## src/rtl/analyzer_capture.sv

```systemverilog
// Frame-stable capture of eight 64-bit probe buses for the debug hex overlay, with arm/trigger/hold freeze.
// Optional macro ANALYZER_CAPTURE_EDGE_TRIG_EN: trigger on the rising edge of the match condition instead of its level.
module analyzer_capture #(
    parameter int HOLD_FRAMES = 60,
    parameter int FRAME_CNT_W = 16
) (
    input  logic                   clk,
    input  logic                   i_reset_n,
    input  logic                   i_vblank,
    input  logic [63:0]            i_probe0,
    input  logic [63:0]            i_probe1,
    input  logic [63:0]            i_probe2,
    input  logic [63:0]            i_probe3,
    input  logic [63:0]            i_probe4,
    input  logic [63:0]            i_probe5,
    input  logic [63:0]            i_probe6,
    input  logic [63:0]            i_probe7,
    input  logic [63:0]            i_trig_mask,
    input  logic [63:0]            i_trig_value,
    input  logic                   i_arm,
    output logic [63:0]            o_debug0,
    output logic [63:0]            o_debug1,
    output logic [63:0]            o_debug2,
    output logic [63:0]            o_debug3,
    output logic [63:0]            o_debug4,
    output logic [63:0]            o_debug5,
    output logic [63:0]            o_debug6,
    output logic [63:0]            o_debug7,
    output logic [1:0]             o_state,
    output logic [FRAME_CNT_W-1:0] o_frame_cnt
);

    localparam logic [1:0] ST_LIVE   = 2'd0;
    localparam logic [1:0] ST_ARMED  = 2'd1;
    localparam logic [1:0] ST_HOLD   = 2'd2;
    localparam logic [1:0] ST_FROZEN = 2'd3;

    // Wide enough for HOLD_FRAMES plus the extra count a trigger-on-edge start can add.
    localparam int              HC_W     = $clog2(HOLD_FRAMES + 2);
    localparam logic [HC_W-1:0] HOLD_LIM = HC_W'(HOLD_FRAMES);

    logic [7:0][63:0]      w_probe;
    logic [7:0][63:0]      r_debug;
    logic [7:0][63:0]      r_shadow;
    logic [1:0]            r_state;
    logic [HC_W-1:0]       r_hold_cnt;
    logic [HC_W-1:0]       w_hold_inc;
    logic [FRAME_CNT_W-1:0] r_frame_cnt;
    logic                  r_vblank_hist;
    logic                  w_fe;
    logic                  w_match;
    logic                  w_trig;

    assign w_probe = {i_probe7, i_probe6, i_probe5, i_probe4,
                      i_probe3, i_probe2, i_probe1, i_probe0};

    assign w_fe       = i_vblank & ~r_vblank_hist;
    assign w_match    = (((i_probe0 ^ i_trig_value) & i_trig_mask) == 64'd0);
    assign w_hold_inc = r_hold_cnt + 1'b1;

`ifdef ANALYZER_CAPTURE_EDGE_TRIG_EN
    logic r_prev_match;

    // Reset high so a condition already true out of reset is not treated as a new entry.
    always_ff @(posedge clk or negedge i_reset_n) begin
        if (!i_reset_n) r_prev_match <= 1'b1;
        else            r_prev_match <= w_match;
    end

    assign w_trig = w_match & ~r_prev_match;
`else
    assign w_trig = w_match;
`endif

    always_ff @(posedge clk or negedge i_reset_n) begin
        if (!i_reset_n) begin
            r_vblank_hist <= 1'b1;
            r_frame_cnt   <= '0;
            r_state       <= ST_LIVE;
            r_hold_cnt    <= '0;
            r_debug       <= '0;
            r_shadow      <= '0;
        end else begin
            r_vblank_hist <= i_vblank;
            if (w_fe) r_frame_cnt <= r_frame_cnt + 1'b1;

            case (r_state)
                ST_LIVE: begin
                    if (w_fe)  r_debug <= w_probe;
                    if (i_arm) r_state <= ST_ARMED;
                end
                ST_ARMED: begin
                    if (w_trig) begin
                        r_shadow <= w_probe;
                        if (w_fe) begin
                            // Snapshot and edge coincide: the edge loads the snapshot directly and counts as the first held frame.
                            r_debug    <= w_probe;
                            r_hold_cnt <= HC_W'(1);
                            r_state    <= (HOLD_FRAMES == 0) ? ST_FROZEN : ST_HOLD;
                        end else begin
                            r_hold_cnt <= '0;
                            r_state    <= ST_HOLD;
                        end
                    end else if (w_fe) begin
                        r_debug <= w_probe;
                    end
                end
                ST_HOLD: begin
                    if (w_fe) begin
                        r_hold_cnt <= w_hold_inc;
                        if (r_hold_cnt == '0) r_debug <= r_shadow;
                        if (HOLD_FRAMES == 0)
                            r_state <= ST_FROZEN;
                        else if (w_hold_inc >= HOLD_LIM)
                            r_state <= ST_LIVE;
                    end
                end
                ST_FROZEN: begin
                    if (i_arm) r_state <= ST_ARMED;
                end
                default: r_state <= ST_LIVE;
            endcase
        end
    end

    assign o_debug0    = r_debug[0];
    assign o_debug1    = r_debug[1];
    assign o_debug2    = r_debug[2];
    assign o_debug3    = r_debug[3];
    assign o_debug4    = r_debug[4];
    assign o_debug5    = r_debug[5];
    assign o_debug6    = r_debug[6];
    assign o_debug7    = r_debug[7];
    assign o_state     = r_state;
    assign o_frame_cnt = r_frame_cnt;

endmodule

```

## config.mk

```make
export PLATFORM = sky130hd
export DESIGN_NAME = analyzer_capture
export DESIGN_NICKNAME = d
export VERILOG_FILES = /design/src/rtl/analyzer_capture.sv
export SDC_FILE = /design/constraint.sdc
export NUM_CORES = 2
export LEC_CHECK = 0
export ABC_AREA = 1
export BUFFER_PORTS_ARGS = -buffer_cell sky130_fd_sc_hd__buf_2
export CORE_AREA = 2 2 460 462
export CTS_CLUSTER_DIAMETER = 80
export CTS_CLUSTER_SIZE = 40
export DETAILED_ROUTE_END_ITERATION = 10
export DIE_AREA = 0 0 462 464
export PLACE_DENSITY = 0.39
export SYNTH_ARGS = -nofsm -noshare
export SYNTH_HDL_FRONTEND = slang
export SYNTH_SLANG_ARGS = --single-unit
```

## constraint.sdc

```tcl
create_clock -name clk -period 2.2 [get_ports clk]
set_input_delay 0.44 -clock clk [delete_from_list [all_inputs] [get_ports clk]]
set_output_delay 0.44 -clock clk [all_outputs]
set_load 0.03 [all_outputs]
```

==> results.md <==
* Outcome: complete, no violations
* Post-Place Worst Slack at -710.1 ps
* Vias in the first global route at 42996
* Via Count at 44621
* Die Wd at 462 um
* DR vias/cell at 4.430
* Share of post-route cells with drive strength above 1 at 0.2411
* Register bit total from synthesis at 1049
* Post-synthesis async set-or-reset flop share at 1.000
* Core area at 209200 um^2
* Port Buf Inserts at 1173
* Area leader, netlist: dfrtp_1
* Setup-failing EPs final at 0
* Sink Count at 1049
* RSZ-0062 raised after global routing: yes
* Synth warn at 0
* Synthesized net count at 6149
* Tot Pwr at 51.70 mW
* Final period util at 0.9970
* Die H at 464 um
* DRT iter0 DRCs at 3591
* Final Skew at 62.80 ps
* Synth top cells by count: nand2_1 (2237), dfrtp_1 (1048), nor2_1 (614)
* DR pass1 iterations at 6
* Final setup margin at 6.577 ps
* Skew-Pair Late Insertion Delay at 740 ps
* CP Capture Type: register
* Seq/Total Area, Yosys at 0.5776
* Area delta synth->final at 44.62%
* Min Clock Period, post-route at 2193 ps
* Max Cap Viol at 0
* # fillers at 22351
* Clock transition at path regs at 90 ps
* CP max FO at 7
* Total Wirelength at 206200 um
* Post-DRT Antenna Nets at 0
* Max Slew Vio Count at 0
* Tot GR Track Use at 0.1813
* Gr ovfl total at 0
* GP Congestion at 0.8726
* Fmax at 0.4559 GHz
* CTS max path bufs at 3
* Gate Count Post-Synth at 5500
* Post-Syn Area per Cell at 8.264 um^2
* Starting density of the core at 0.2173
* Wire length of the first global-routing pass at 294800 um
* Total number of H-tree levels at 3
* # DRC at 0
* Cell Pwr Density at 786.5 nW/um^2
* FF/Latch Area at 26250 um^2
* Top-area cell type share of the netlist area at 0.5770
* Data arrival time of the critical path at 2830 ps
* Main synth FF type: dfrtp_1
* Root Driver: clkbuf_16
* Most numerous cell in the Yosys netlist: nand2_1
* Post-layout instance area at 65730 um^2
* Row count at 168
* Die area at 214400 um^2
* Crit path kind: input pin to register
* Ports at 1174
* Worst hold path type: input pin to register
* Peak supply drop at 578.7 uV
* TritonCTS clock tree: done
* Ranking of synthesized cells by area: dfrtp_1 (58%), nand2_1 (18%), a31oi_1 (7.0%)
* Netlist cell types at 24
* Rel. slew slack at 0.4169
* Fin nets at 7829
* Hold Vio Cnt, Final at 0
* Setup crit start kind: input pin
* Total CTS buffers at 85
* Antenna violations before repair at 34
* Mean routed wirelength per cell at 20.47 um
* Area of the multi-input gates at 17400 um^2
* Post-synthesis cell area at 45450 um^2
* Placed cell area at 56400 um^2
* Number of synthesized flops with an enable pin at 0
* Worst-Margin Slew at 874.7 ps
* Lkg Pwr at 32.67 nW
* HPWL Detailed at 142100 um
* Largest net degree at the start of global routing at 134
* Worst Path Required at 2840 ps
==> sequential cells by signal, indices dropped and copies added, names as in the netlist, 16 cells and up <==
register / flops
r_shadow: 512
o_debug7: 64
o_debug0: 64
o_debug5: 64
o_debug3: 64
o_debug1: 64
o_frame_cnt: 16
o_debug6: 64
o_debug2: 64
o_debug4: 64
==> cells in the final DEF (no fill, tap or decap), types with 5 or more instances in the layout <==
master | synthesis | final
buf_16 | 0 | 16
nand2_1 | 2237 | 2236
inv_1 | 84 | 82
inv_8 | 0 | 9
bufinv_16 | 0 | 8
xnor2_1 | 5 | 5
nor2_2 | 0 | 33
a21oi_1 | 6 | 6
nor2_4 | 1 | 26
dlygate4sd3_1 | 0 | 473
buf_2 | 199 | 1172
nand4_1 | 5 | 5
buf_4 | 20 | 207
nand3_1 | 558 | 558
a31oi_1 | 512 | 511
buf_8 | 0 | 5
diode_2 | 0 | 17
dfrtp_1 | 1048 | 1046
xor2_1 | 11 | 11
buf_12 | 0 | 82
inv_6 | 0 | 22
buf_6 | 0 | 11
clkbuf_16 | 0 | 109
clkinv_8 | 0 | 9
nor2_1 | 614 | 556
clkbuf_8 | 0 | 9
==> cell type report <==
type                    count  share of cell area
flip-flops and latches   1049              0.3994
multi-input cells        3966              0.2648
repair buffers           1990              0.2290
well taps                2805             0.05339
clock buffers              99             0.03518
clock inverters            59             0.01230
inverters                  88            0.005330
diodes                     17           0.0006472
==> worst max-delay path: stages <==
cell and delay (ps):
dlygate4sd3_1 570, buf_2 130, inv_2 40, nor2_4 90
buf_12 140, inv_2 50, a221oi_4 330, buf_12 160
buf_12 130, buf_16 160, buf_16 170, clkbuf_16 200
nor2_2 40, a31oi_1 130
==> stage by stage <==
step,setup TNS [ps],std cells,hold slack (ps),util
after floorplan,0,5500,144.4,-
after global placement,-323100,9372,315.8,0.2697
after detailed placement,-348250,9372,311.1,0.2697
after CTS,-9.509,10014,0.1587,0.3084
after global routing,-2933,10069,40.32,0.3142
final,0,10073,88.34,0.3143
==> power breakdown <==
part,total (mW),internal [mW],switching [mW]
registers,21.6,20.5,1.08
clock network,17.7,8.91,8.80
logic,12.4,3.99,8.38
==> path summary, 6_finish.rpt <==
check                             start       endpoint  slack [ps]  cells past startpoint
max                            i_vblank   o_debug4[19]           7                     14
min                        i_probe0[57]   r_shadow[57]          90                      4
max reg2reg                  o_state[1]   o_debug4[19]          30                     10
min reg2reg                r_shadow[51]   r_shadow[51]         470                      2
max in group asynchronous     i_reset_n  r_shadow[204]         970                      5
min in group asynchronous     i_reset_n   o_debug6[11]         140                      2
==> kinds of logic (layout without fill, tap and decap cells) <==
kind of cell | count (synthesis) | after routing | synth area share
xor gates and xnor gates | 16 | 16 | 0.003083
and+or+nand+nor | 3422 | 3422 | 0.2988
AOI/OAI and AO/OA | 523 | 523 | 0.07196
other | 0 | 17 | 0
buffers and inverters | 485 | 2236 | 0.04718
adders and majority gates | 5 | 5 | 0.001376
DFF | 1049 | 1049 | 0.5776
==> per-layer routing <==
metal  vias to the layer above  routed length (um)  global-route usage
li1                      21253                   -                   -
met1                     21692               89920              0.2380
met2                      1393               95930              0.2914
met3                       273               13430             0.04250
met4                        10                6865             0.06031
met5                         -                  63                   0
==> repair_timing <==
action	in CTS	in global routing
hold endpoints to repair	1278	0
buffers inserted	9	17
gates resized for setup	10	121
endpoints found under the setup margin	216	708
hold buffers	473	0
pin swaps	1	3
gates cloned	3	26
(Power assumes the default switching activity.)
